### src/rtl/i2c_bus_arbiter.sv
// Shares one I2C master between the write engine (requester 0) and the read engine
// (requester 1): grant, command mux, ack gating, master reset between owners, watchdog.
module i2c_bus_arbiter #(
    parameter int TIMEOUT      = 4096,
    parameter int RESET_CYCLES = 4
) (
    input  logic       clk,
    input  logic       reset,
    input  logic       req0,
    input  logic       req1,
    output logic       gnt0,
    output logic       gnt1,
    input  logic [6:0] r0_slave_address,
    input  logic [7:0] r0_byte,
    input  logic       r0_mode,
    input  logic       r0_en,
    input  logic       r0_start,
    input  logic       r0_stop,
    input  logic       r0_repeat_start,
    input  logic [6:0] r1_slave_address,
    input  logic [7:0] r1_byte,
    input  logic       r1_mode,
    input  logic       r1_en,
    input  logic       r1_start,
    input  logic       r1_stop,
    input  logic       r1_repeat_start,
    output logic [6:0] slave_address,
    output logic [7:0] byte_to_be_writen,
    output logic       I2C_mode,
    output logic       I2C_en,
    output logic       I2C_start,
    output logic       I2C_stop,
    output logic       I2C_repeat_start,
    output logic       reset_I2C,
    input  logic       ack,
    output logic       ack0,
    output logic       ack1,
    output logic       timeout,
    output logic [1:0] dbg_state
);

    localparam int CW = $clog2(TIMEOUT);
    localparam int RW = $clog2(RESET_CYCLES + 1);

    typedef enum logic [1:0] {
        IDLE    = 2'd0,
        GRANT0  = 2'd1,
        GRANT1  = 2'd2,
        RECOVER = 2'd3
    } state_t;

    state_t        state_q, state_d;
    logic [CW-1:0] wd_cnt_q, wd_cnt_d;
    logic [RW-1:0] rc_cnt_q, rc_cnt_d;
    logic          last_owner_q, last_owner_d;
    logic          lockout0_q, lockout0_d;
    logic          lockout1_q, lockout1_d;
    logic          timeout_q, timeout_d;
    logic          rst_hold_q, rst_hold_d;

    logic elig0, elig1, own_req;

    // Handshake: an engine holds reqN high for its whole transaction and may use the
    // master only while gntN is high; dropping reqN ends the transaction.
    assign elig0   = req0 & ~lockout0_q;
    assign elig1   = req1 & ~lockout1_q;
    assign own_req = (state_q == GRANT1) ? req1 : req0;

    always_ff @(posedge clk) begin
        if (!reset) begin
            state_q      <= IDLE;
            wd_cnt_q     <= '0;
            rc_cnt_q     <= '0;
            last_owner_q <= 1'b1;
            lockout0_q   <= 1'b0;
            lockout1_q   <= 1'b0;
            timeout_q    <= 1'b0;
            rst_hold_q   <= 1'b1;
        end else begin
            state_q      <= state_d;
            wd_cnt_q     <= wd_cnt_d;
            rc_cnt_q     <= rc_cnt_d;
            last_owner_q <= last_owner_d;
            lockout0_q   <= lockout0_d;
            lockout1_q   <= lockout1_d;
            timeout_q    <= timeout_d;
            rst_hold_q   <= rst_hold_d;
        end
    end

    always_comb begin
        state_d      = state_q;
        wd_cnt_d     = wd_cnt_q;
        rc_cnt_d     = rc_cnt_q;
        last_owner_d = last_owner_q;
        // A lockout survives only while its request stays high.
        lockout0_d   = lockout0_q & req0;
        lockout1_d   = lockout1_q & req1;
        timeout_d    = 1'b0;
        rst_hold_d   = 1'b0;

        case (state_q)
            IDLE: begin
                // The first cycle out of reset only releases reset_I2C; no arbitration yet.
                if (!rst_hold_q) begin
                    if (elig0 && elig1) begin
                        state_d = last_owner_q ? GRANT0 : GRANT1;
                    end else if (elig0) begin
                        state_d = GRANT0;
                    end else if (elig1) begin
                        state_d = GRANT1;
                    end
                    wd_cnt_d = '0;
                end
            end
            GRANT0, GRANT1: begin
                if (!own_req) begin
                    state_d      = RECOVER;
                    rc_cnt_d     = '0;
                    last_owner_d = (state_q == GRANT1);
                end else if (wd_cnt_q == CW'(TIMEOUT - 1)) begin
                    state_d      = RECOVER;
                    rc_cnt_d     = '0;
                    last_owner_d = (state_q == GRANT1);
                    timeout_d    = 1'b1;
                    if (state_q == GRANT1) begin
                        lockout1_d = 1'b1;
                    end else begin
                        lockout0_d = 1'b1;
                    end
                end else begin
                    wd_cnt_d = wd_cnt_q + CW'(1);
                end
            end
            RECOVER: begin
                if (rc_cnt_q == RW'(RESET_CYCLES - 1)) begin
                    state_d = IDLE;
                end else begin
                    rc_cnt_d = rc_cnt_q + RW'(1);
                end
            end
            default: state_d = IDLE;
        endcase
    end

    always_comb begin
        slave_address     = '0;
        byte_to_be_writen = '0;
        I2C_mode          = 1'b0;
        I2C_en            = 1'b0;
        I2C_start         = 1'b0;
        I2C_stop          = 1'b0;
        I2C_repeat_start  = 1'b0;
        reset_I2C         = 1'b0;
        case (state_q)
            IDLE:    reset_I2C = ~rst_hold_q;
            GRANT0: begin
                slave_address     = r0_slave_address;
                byte_to_be_writen = r0_byte;
                I2C_mode          = r0_mode;
                I2C_en            = r0_en;
                I2C_start         = r0_start;
                I2C_stop          = r0_stop;
                I2C_repeat_start  = r0_repeat_start;
                reset_I2C         = 1'b1;
            end
            GRANT1: begin
                slave_address     = r1_slave_address;
                byte_to_be_writen = r1_byte;
                I2C_mode          = r1_mode;
                I2C_en            = r1_en;
                I2C_start         = r1_start;
                I2C_stop          = r1_stop;
                I2C_repeat_start  = r1_repeat_start;
                reset_I2C         = 1'b1;
            end
            default: reset_I2C = 1'b0;
        endcase
    end

    assign gnt0      = (state_q == GRANT0);
    assign gnt1      = (state_q == GRANT1);
    assign ack0      = ack & gnt0;
    assign ack1      = ack & gnt1;
    assign timeout   = timeout_q;
    assign dbg_state = state_q;

endmodule

### config.mk
export PLATFORM = sky130hd
export DESIGN_NAME = i2c_bus_arbiter
export DESIGN_NICKNAME = d
export VERILOG_FILES = /design/src/rtl/i2c_bus_arbiter.sv
export SDC_FILE = /design/constraint.sdc
export NUM_CORES = 1
export LEC_CHECK = 0
export CAP_MARGIN = 20
export CORE_MARGIN = 2
export CORE_UTILIZATION = 42
export CTS_CLUSTER_SIZE = 16
export DETAILED_ROUTE_END_ITERATION = 10
export PLACE_DENSITY = 0.9
export SLEW_MARGIN = 40
export SYNTH_ARGS = -nofsm -noshare
export SYNTH_HDL_FRONTEND = slang
export SYNTH_SLANG_ARGS = --single-unit
### constraint.sdc
create_clock -name clk -period 2.6 [get_ports clk]
set_input_delay 0.39 -clock clk [delete_from_list [all_inputs] [get_ports clk]]
set_output_delay 0.39 -clock clk [all_outputs]
set_load 0.05 [all_outputs]
==> flow_results.org <==
** STA
- Unrepaired setup endpoints after global routing :: false
- For the pin with the worst max-slew slack, the measured transition is 0.7583 ns.
- The total count of hold-check failures in the final report came to 0.
- Slew margin rel. :: 49.03%
- Final period util :: 95.03%
- For this run, the top clock speed supported by timing is 404.7 MHz.
- In the final timing run, aggregate negative setup slack is 0 ns.
- The final max-slew violation count was 0.
- Counting I/O delays and the setup requirement, the final critical path takes 2.471 ns.
- Worst Clk Skew :: 0.005911 ns
- Final setup violating endpoints :: 0

** Setup path
- Register-to-Register Path Depth :: 7
- The startpoint identified for the worst register-to-register timing path is dbg_state[0].
- STA classifies the critical path endpoint as an output port.
- Worst path slowest cell :: sky130_fd_sc_hd__dfxtp_2
- The worst setup path is launched from a register.
- End of the worst register-to-register path :: wd_cnt_q[8]
- Cell chain of the critical path :: inv_1 > ha_1 > buf_4 > and2_1 > buf_4 > a22o_2 > buf_12
- Data arrival time of the critical path :: 2.08 ns
- Worst stage delay on the critical path :: 0.39 ns
- Worst Setup Path Type :: register to output port
- At the worst endpoint, the required time is 2.21 ns.
- Reg-to-reg slack, setup :: 0.48 ns
- Most frequent CP cell :: sky130_fd_sc_hd__buf_4
- Crit-path max FO :: 21

** Synth
- Dividing the synthesized area by the synthesized cell count gives 8.745 µm².
- Synthesized cell area :: 0.001600 mm²
- Counting flops with an async set or reset pin after synthesis yields a share of 0%.
- Portion of synthesized cell area occupied by the leading cell type :: 27.52%
- For this run, the leading register cell type out of synthesis is sky130_fd_sc_hd__dfxtp_1.
- Yosys printed 0 warnings.
- Number of synthesized register bits :: 22
- XOR/XNOR share of the synthesized area :: 0%
- Number of distinct library cells after synthesis :: 44
- The synthesized design contains 0 enable-type register cells.
- By area, the combinational part of the netlist is dominated by compound AO/OA/AOI/OAI gates.
- By count the netlist is led by sky130_fd_sc_hd__dfxtp_1 (22), sky130_fd_sc_hd__a22o_1 (20), sky130_fd_sc_hd__nand2_1 (19).
- The largest total area in the synthesized netlist belongs to sky130_fd_sc_hd__dfxtp_1.
- Top post-synthesis cells by area :: sky130_fd_sc_hd__dfxtp_1 (28%), sky130_fd_sc_hd__a22o_1 (11%), sky130_fd_sc_hd__ha_1 (7.0%)
- Of the total synthesized cell area, the portion taken by full adders, half adders and majority gates is 7.037%.
- Summing the areas of all and, or, nand and nor instances in the mapped netlist gives 22.83% of the synthesized area.
- Summing the areas of all compound-gate instances in the mapped netlist gives 33.39% of the synthesized area.
- Measured against the total synthesized area, the mux share comes to 4.691%.
- By instance count, the leading cell after synthesis is sky130_fd_sc_hd__dfxtp_1.
- Share of the yosys chip area belonging to registers :: 27.52%
- Synthesis produced a netlist whose cell count is 183.
- Post-Syn Nets :: 237

** Global routing
- Initial antenna violation count :: 0
- The first global-routing pass estimated 7.886 mm of wire.
- Global routing used 24.01% of the available tracks.
- Entering global routing, the biggest net connects 22 pins.
- Congestion Overflow GR :: 0
- Vias in the first global route :: 1599

** Final layout
- Number of antenna repair diodes :: 0
- Of the cells placed in the final design, the portion with a size suffix greater than 1 is 25.59%.
- From synthesis to final layout, the design area changed by 67.32%.
- Final layout net count :: 309
- Design Area, Final :: 0.002678 mm²

** Die
- Die X-Extent :: 65.73 µm
- Die height :: 65.73 µm
- Die area :: 0.004320 mm²
- The initial utilization of the core area, before any placement, comes to 43.71%.
- Core outline area :: 0.003661 mm²
- Num ports :: 73
- In this run the core area contains 22 standard-cell rows.

** Power
- Net switching is 47.99% of the power.
- For this design the static power due to leakage is 0.9903 nW.
- Internal power component :: 0.001225 W
- The design draws 0.002355 W.
- The clock network is responsible for 10.6% of the overall power.
- Of the total power, registers draw 17.0%.
- IR analysis of the VDD net gives a maximum drop of 0.0007165 V.
- PwrDens :: 879.7 mW/mm²
- The share of total power dissipated in combinational logic is 72.4%.
- Net switching component of the power :: 0.001130 W

** Clock tree
- Number of post-CTS setup repair buffers :: 0
- Total clock buffers created by CTS :: 3
- TritonCTS built the clock tree.
- For this design, the sink count on the clock tree is 22.
- CTS built an H-tree with a depth of 1.
- Buffer depth of the longest clock path :: 2
- The tree is rooted in a sky130_fd_sc_hd__clkbuf_8.
- Clock-pin slew was measured on the worst setup and hold paths at 0.08 ns.
- For the worst-skew pair, the clock arrives at the later sink with an insertion delay of 0.27 ns.

** Place
- Placed instance area :: 0.002621 mm²
- Final HPWL DP :: 4.067 mm
- The congestion estimate from routability-driven global placement came to 0.9408.
- In this run the tool buffered the top-level ports with 72 buffer cells.

** Min path
- Along the worst hold path, the cell count comes to 2.
- The worst hold path begins at rc_cnt_q[1].
- Worst hold path class :: register to register
- For hold timing, the worst endpoint is rc_cnt_q[1].

** Route
- For this run, design rule violations remaining after detail routing come to 0.
- The detailed router finished its first iteration with 83 violations.
- Dividing the detail-routed wire length by the instance count gives 17.43 µm.
- The first TritonRoute pass finished after 4 iterations.
- For this block, the via count after detailed routing is 1731.
- Sum of routed wire length over all layers :: 5.263 mm
- Antenna Violating Nets Remaining :: 0
- Detailed-route vias per instance :: 5.732

** Run status
- The run finished with clean final reports.

** Run
- Number of max-cap violations :: 0
layout make-up:
type,instances,area [µm²]
fillers,247,983.4
well taps,48,60.06
flip-flops and latches,22,442.9
clock buffers,4,55.05
repair buffers,77,968.4
multi-input cells,142,1117
inverters,9,33.78
critical path, delay by kind of cell (launching register included):
family,cells,cell delay [ns]
buffers and inverters,4,0.66
flip-flops,1,0.39
AO/OA/AOI/OAI,1,0.27
adder cells (fa/ha/maj),1,0.31
AND/OR/NAND/NOR,1,0.17
what timing repair did:
item | 4_1_cts | 5_1_grt
setup endpoints to repair | 0 | 20
gates resized for setup | 0 | 1
hold buffers | 0 | 0
power by group through the flow:
stage	clock (W)	sequential [W]	combinational, W
final	0.000249	0.000400	0.00171
after global routing	0.000262	0.000405	0.00178
after CTS	0.000254	0.000400	0.00170
after detailed placement	0	0.000408	0.00168
after global placement	0	0.000405	0.00166
after floorplan	0	0.000449	0.000973
through the flow:
stage	setup slack [ns]	hold slack (ns)	utilization [%]	instances
after floorplan	0.2038	0.4280	-	183
after global placement	0.4028	0.4443	71.60	298
after detailed placement	0.3620	0.4550	71.60	298
after CTS	0.06893	0.4658	73.10	302
after global routing	0.05211	0.4816	73.14	302
final	0.1293	0.4627	73.14	302
sequential cells by signal, summed over array words and instances, names as in the netlist:
name          count
lockout0_q        1
rc_cnt_q          3
timeout           1
rst_hold_q        1
wd_cnt_q         12
dbg_state         2
last_owner_q      1
lockout1_q        1
metal layers:
layer / routed length [µm] / vias up / track usage (%)
met2: 2850 / 45 / 41.54
li1: - / 857 / -
met1: 2086 / 819 / 29.56
met5: 0 / - / 0
met3: 222 / 10 / 4.795
met4: 104 / 0 / 7.813
cell families (layout without fill, tap and decap cells):
group,after synthesis,in the layout
mux,7,7
fa+ha+maj,9,9
flops,22,22
simple gates,63,63
buf+inv,19,90
compound gates,63,63
worst max path at each step:
stage,startpoint,endpoint,slack (ns),depth (start not counted)
after detailed placement,dbg_state[0],byte_to_be_writen[7],0.36,5
after floorplan,dbg_state[0],slave_address[1],0.20,6
after CTS,dbg_state[0],byte_to_be_writen[7],0.07,5
final,dbg_state[0],byte_to_be_writen[7],0.13,7
after global routing,dbg_state[1],byte_to_be_writen[7],0.05,7
after global placement,ack,ack1,0.40,3
cells in the final DEF (no fill, tap or decap), types with 2 or more instances in the layout:
cell / netlist / routed
sky130_fd_sc_hd__a21o_1: 3 / 3
sky130_fd_sc_hd__a21oi_1: 7 / 7
sky130_fd_sc_hd__a22o_2: 0 / 19
sky130_fd_sc_hd__a31oi_1: 4 / 4
sky130_fd_sc_hd__and2_1: 4 / 3
sky130_fd_sc_hd__and3_1: 2 / 2
sky130_fd_sc_hd__buf_12: 0 / 21
sky130_fd_sc_hd__buf_4: 0 / 5
sky130_fd_sc_hd__clkbuf_8: 0 / 4
sky130_fd_sc_hd__clkdlybuf4s50_1: 0 / 51
sky130_fd_sc_hd__dfxtp_1: 22 / 20
sky130_fd_sc_hd__dfxtp_2: 0 / 2
sky130_fd_sc_hd__ha_1: 9 / 7
sky130_fd_sc_hd__ha_2: 0 / 2
sky130_fd_sc_hd__inv_1: 8 / 8
sky130_fd_sc_hd__mux2i_1: 6 / 6
sky130_fd_sc_hd__nand2_1: 19 / 19
sky130_fd_sc_hd__nand2b_1: 5 / 5
sky130_fd_sc_hd__nand3_1: 9 / 9
sky130_fd_sc_hd__nand4_1: 2 / 2
sky130_fd_sc_hd__nor2_1: 3 / 3
sky130_fd_sc_hd__nor3_1: 2 / 2
sky130_fd_sc_hd__o211ai_1: 4 / 4
sky130_fd_sc_hd__o21ai_0: 5 / 5
sky130_fd_sc_hd__o311ai_0: 5 / 5
sky130_fd_sc_hd__o31ai_1: 4 / 4
sky130_fd_sc_hd__or3_1: 3 / 3
sky130_fd_sc_hd__or4_1: 7 / 7
Note: power is estimated with default switching activity, not from simulation.
==> RTL edit 1: new RTL, same settings <==
Make the reset (`reset`) asynchronous in one clocked block.
--- a/src/rtl/i2c_bus_arbiter.sv
+++ b/src/rtl/i2c_bus_arbiter.sv
@@ -68,3 +68,3 @@
 
-    always_ff @(posedge clk) begin
+    always_ff @(posedge clk or negedge reset) begin
         if (!reset) begin
Function: differs if reset is asserted again (counterexample within 4 cycles, from zero or initial values and one cycle with reset low); with reset held inactive, the same outputs for 10 cycles.
==> RTL edit 1 against the unedited design <==
Sequential cell count stayed put. Via count is 15% higher. Area after synthesis is 8.7% higher. Clock skew hardly changed. Sequential power increased by 24%. Setup slack gained 0.054 ns. Design area grew 6.4%. Wire length rose by 2.4%. Power grew 65%. Critical endpoint is now slave_address[1]. Largest power group unchanged.
==> RTL edit 1: results (changes against the unedited design) <==
Worst setup path
  – Maximum net fanout on the critical path: 20 (-4.8%)
  – Register-to-Register Setup Slack: 0.41 ns (-0.07 ns)
  – Reg-to-reg endpoint: dbg_state[1]
  – CP Data Arrival Time: 2.03 ns (-0.05 ns)
  – Slowest stage cell, crit path: sky130_fd_sc_hd__dfrtp_1
  – Reg-to-Reg Start: wd_cnt_q[0]
  – Depth of the worst register-to-register path: 5 (-2)
  – Start point of the critical path: dbg_state[0]

Outcome
  – Result of the run: finished, final reports clean

Logic synthesis
  – Synthesized Nets: 266 (+12%)
  – Portion of the post-synthesis area used by sequential elements: 31.8% (+4.3 points)
  – Ranking of synthesized cells by instance count: 29 x sky130_fd_sc_hd__nor2_1, 20 x sky130_fd_sc_hd__a22oi_1, 20 x sky130_fd_sc_hd__dfrtp_1
  – Unique cell type count in the Yosys netlist: 53 (+20%)
  – Top post-synthesis cells by area: sky130_fd_sc_hd__dfrtp_1 29%, sky130_fd_sc_hd__a22oi_1 8.6%, sky130_fd_sc_hd__ha_1 6.5%, sky130_fd_sc_hd__nor2_1 6.3%, sky130_fd_sc_hd__nand2_1 3.5%
  – Async set-reset flop share out of synthesis: 100% (+100 points)
  – Mean instance size in the synthesized netlist: 8.20 µm² (-6.2%)

Finish
  – Filler instances: 303 (+23%)
  – Layout Cells excl Fill: 330 (+9.3%)
  – Ratio of cells with drive above 1 in the final layout: 23.6% (-2.0 points)
  – Final #Nets: 335 (+8.4%)
  – Post-Layout Inst Area: 2850 µm² (+6.4%)

GRT
  – Pin count of the biggest net entering global routing: 28 (+27%)
  – Global Route met1 Usage: 29.1% (-0.42 points)
  – First-pass GRT wire length: 8190 µm (+3.9%)
  – Met3 Usage GRT: 4.77% (-0.025 points)
  – Total routing resource utilization after global routing: 22.9% (-1.1 points)
  – M2 GR Usage: 39.7% (-1.9 points)
  – Number of global-route vias before repair: 1743 (+9.0%)

Placement
  – Sum of net half-perimeters after detailed placement: 4100 µm (+0.75%)
  – Final weighted congestion in routability-driven placement: 0.880 (-6.4%)
  – Dpl ws: 0.417 ns (+0.0554 ns)

Detailed routing
  – Detailed route wirelength on metal3: 561 µm (+150%)
  – Routed metal-1 wire length: 2180 µm (+4.7%)
  – Final Routed Wirelength: 5390 µm (+2.4%)
  – Violation count after the first detailed-routing iteration: 119 (+43%)
  – DR WL met2: 2630 µm (-7.9%)
  – Via/cell ratio: 6.03 (+5.2%)

Timing
  – Worst hold margin: 0.482 ns (+0.0188 ns)
  – Setup clock skew after layout: 0.00630 ns (+0.000385 ns)
  – Slew at the pin closest to its max-slew limit: 0.666 ns (-0.0925 ns)
  – Fraction of the cycle the final worst path needs: 92.9% (-2.1 points)

Power and ir drop
  – Clock group total power: 0.319 mW (+28%)
  – Cell-internal power: 1.87 mW (+53%)
  – Reported net switching power: 2.03 mW (+79%)
  – Power share of the sequential group: 12.7% (-4.3 points)
  – Maximum vdd drop: 0.578 mV (-19%)

Worst hold path
  – Hold WC Path Type: primary input to async pin
RTL edit 1: cells by family (layout without fill, tap and decap cells):
| logic type | Yosys count | in the layout | synth area share [%] |
|---|---|---|---|
| AND/OR/NAND/NOR | 89 | 89 | 25.9 |
| AO/OA/AOI/OAI | 67 | 67 | 29.4 |
| buffers and inverters | 23 | 91 | 5.61 |
| flip-flops | 22 | 22 | 31.8 |
| adder cells (fa/ha/maj) | 9 | 9 | 6.47 |
| other | 1 | 1 | 0.216 |
| multiplexers | 1 | 1 | 0.647 |
RTL edit 1: area by class of cell:
cell class | instances | area share [%]
multi-input combinational | 167 | 40.1
timing repair buffer | 80 | 34.9
sequential | 22 | 19.5
tap | 50 | 2.20
clock buffer | 3 | 1.45
clock inverter | 1 | 1.05
inverter | 7 | 0.922
==> RTL edit 2: new RTL, config.mk and constraints unchanged <==
Without the edit above. `RESET_CYCLES`: 4 -> 8.
--- a/src/rtl/i2c_bus_arbiter.sv
+++ b/src/rtl/i2c_bus_arbiter.sv
@@ -4,3 +4,3 @@
     parameter int TIMEOUT      = 4096,
-    parameter int RESET_CYCLES = 4
+    parameter int RESET_CYCLES = 8
 ) (
Formal check against the unedited RTL: not equivalent (a bounded check fails within 10 cycles, from zero or initial values and one cycle with reset low).
==> RTL edit 2 against the unedited design <==
Design area shrank 0.84%. Area after synthesis grew 2.6%. Power shrank 11%. Sequential power grew 5%. Setup slack gained 0.085 ns. Sequential cell count grew 1. Wire length grew 2.6%. Sequential share of layout area grew 0.89 points. Worst hold slack gained 0.031 ns.
==> RTL edit 2: results (changes against the unedited design) <==
Detailed routing
  – Post-detailed-route wirelength per cell: 17.9 µm (+2.9%)
  – Violation count after the first detailed-routing iteration: 201 (+140%)
  – Via/cell ratio: 6.05 (+5.6%)
  – Final Routed Wirelength: 5400 µm (+2.6%)

Logic synthesis
  – Unique cell type count in the Yosys netlist: 49 (+11%)
  – Synthesized Nets: 240 (+1.3%)
  – Ranking of synthesized cells by instance count: 23 x sky130_fd_sc_hd__dfxtp_1, 22 x sky130_fd_sc_hd__a22o_1, 14 x sky130_fd_sc_hd__nand2_1
  – Mean instance size in the synthesized netlist: 8.78 µm² (+0.39%)
  – Portion of the post-synthesis area used by sequential elements: 28.0% (+0.53 points)
  – Top post-synthesis cells by area: sky130_fd_sc_hd__dfxtp_1 28%, sky130_fd_sc_hd__a22o_1 12%, sky130_fd_sc_hd__ha_1 6.1%, sky130_fd_sc_hd__nand3_1 4.0%, sky130_fd_sc_hd__nand2_1 3.2%

Timing
  – Setup clock skew after layout: 0.0164 ns (+0.0105 ns)

Finish
  – Final #Nets: 307 (-0.65%)
  – Filler instances: 265 (+7.3%)
  – Ratio of cells with drive above 1 in the final layout: 24.9% (-0.69 points)
  – Reg with most FFs: wd_cnt_q

GRT
  – Total routing resource utilization after global routing: 25.9% (+1.9 points)
  – First-pass GRT wire length: 8870 µm (+12%)
  – Number of global-route vias before repair: 1729 (+8.1%)
  – Pin count of the biggest net entering global routing: 22 (unchanged)

Worst setup path
  – Slowest stage cell, crit path: sky130_fd_sc_hd__clkdlybuf4s50_1
  – Maximum net fanout on the critical path: 7 (-67%)
  – Delay of the slowest cell on the worst path: 0.79 ns (+0.40 ns)
  – CP Data Arrival Time: 2.00 ns (-0.08 ns)

Placement
  – Total cell area at the placement stage: 2610 µm² (-0.57%)
  – Final weighted congestion in routability-driven placement: 0.922 (-2.0%)
  – Sum of net half-perimeters after detailed placement: 4210 µm (+3.6%)
  – Dpl ws: 0.275 ns (-0.0874 ns)
  – Placed Cells incl. Taps: 297 (-0.34%)

Worst hold path
  – Worst hold path startpoint: lockout1_q

Outcome
  – Result of the run: finished, final reports clean

Power and ir drop
  – Leakage power total: 1.03 nW (+3.9%)
  – Sw Ratio: 47.7% (-0.32 points)
  – Maximum vdd drop: 0.359 mV (-50%)
==> RTL edit 2: path summary, 6_finish.rpt <==
| check | to | cells past startpoint | slack, ns |
|---|---|---|---|
| hold reg to reg | lockout1_q | 2 | 0.49 |
| setup reg to reg | wd_cnt_q[9] | 7 | 0.44 |
| setup / recovery | ack1 | 4 | 0.21 |
| hold / removal | lockout1_q | 2 | 0.49 |
==> RTL edit 2: what timing repair did <==
| item | in CTS | in global routing |
|---|---|---|
| setup endpoints to repair | 20 | 0 |
| hold endpoints to repair | 0 | 0 |
| gates resized for setup | 2 | 0 |
| hold buffers | 0 | 0 |
==> RTL edit 2: per-layer routing <==
| metal | share of wire [%] | vias to the layer above | track usage, % | routed length (µm) |
|---|---|---|---|---|
| met5 | 0 | - | 0 | 0 |
| met4 | 2.2 | 0 | 7.40 | 117 |
| met3 | 7.0 | 14 | 6.08 | 380 |
| met2 | 49 | 83 | 44.8 | 2670 |
| met1 | 41 | 851 | 31.8 | 2230 |
| li1 | - | 874 | - | - |
==> RTL edit 2: area by class of cell <==
class	instances	area, µm²	share of cell area, %
Multi-Input combinational cell	147	1130	42.7
Timing Repair Buffer	74	933	35.2
Sequential cell	23	463	17.4
Tap cell	48	60.1	2.26
Clock buffer	3	41.3	1.56
Inverter	5	18.8	0.707
Clock inverter	1	5.00	0.189
==> RTL edit 2: cells by family (layout without fill, tap and decap cells) <==
| group | Yosys count | in the layout | synth area share (%) |
|---|---|---|---|
| fa+ha+maj | 8 | 8 | 6.10 |
| buf+inv | 17 | 83 | 4.73 |
| compound gates | 60 | 60 | 32.0 |
| mux | 6 | 6 | 4.65 |
| simple gates | 73 | 73 | 24.5 |
| flops | 23 | 23 | 28.0 |
==> RTL edit 2: power groups by stage <==
stage               combinational, mW  clock, mW  sequential (mW)
floorplan                       0.838          0            0.463
global placement                 1.42          0            0.422
detailed placement               1.45          0            0.426
CTS                              1.45      0.231            0.418
global route                     1.54      0.241            0.423
finish                           1.46      0.229            0.419
==> RTL edit 2: worst register-to-register path, stage by stage, from the launching register on <==
cell,delay (ns)
sky130_fd_sc_hd__dfxtp_2,0.40
sky130_fd_sc_hd__inv_1,0.10
sky130_fd_sc_hd__ha_1,0.37
sky130_fd_sc_hd__buf_4,0.18
sky130_fd_sc_hd__and2_1,0.25
sky130_fd_sc_hd__nand2_1,0.27
sky130_fd_sc_hd__nor2_1,0.11
sky130_fd_sc_hd__a221o_1,0.35
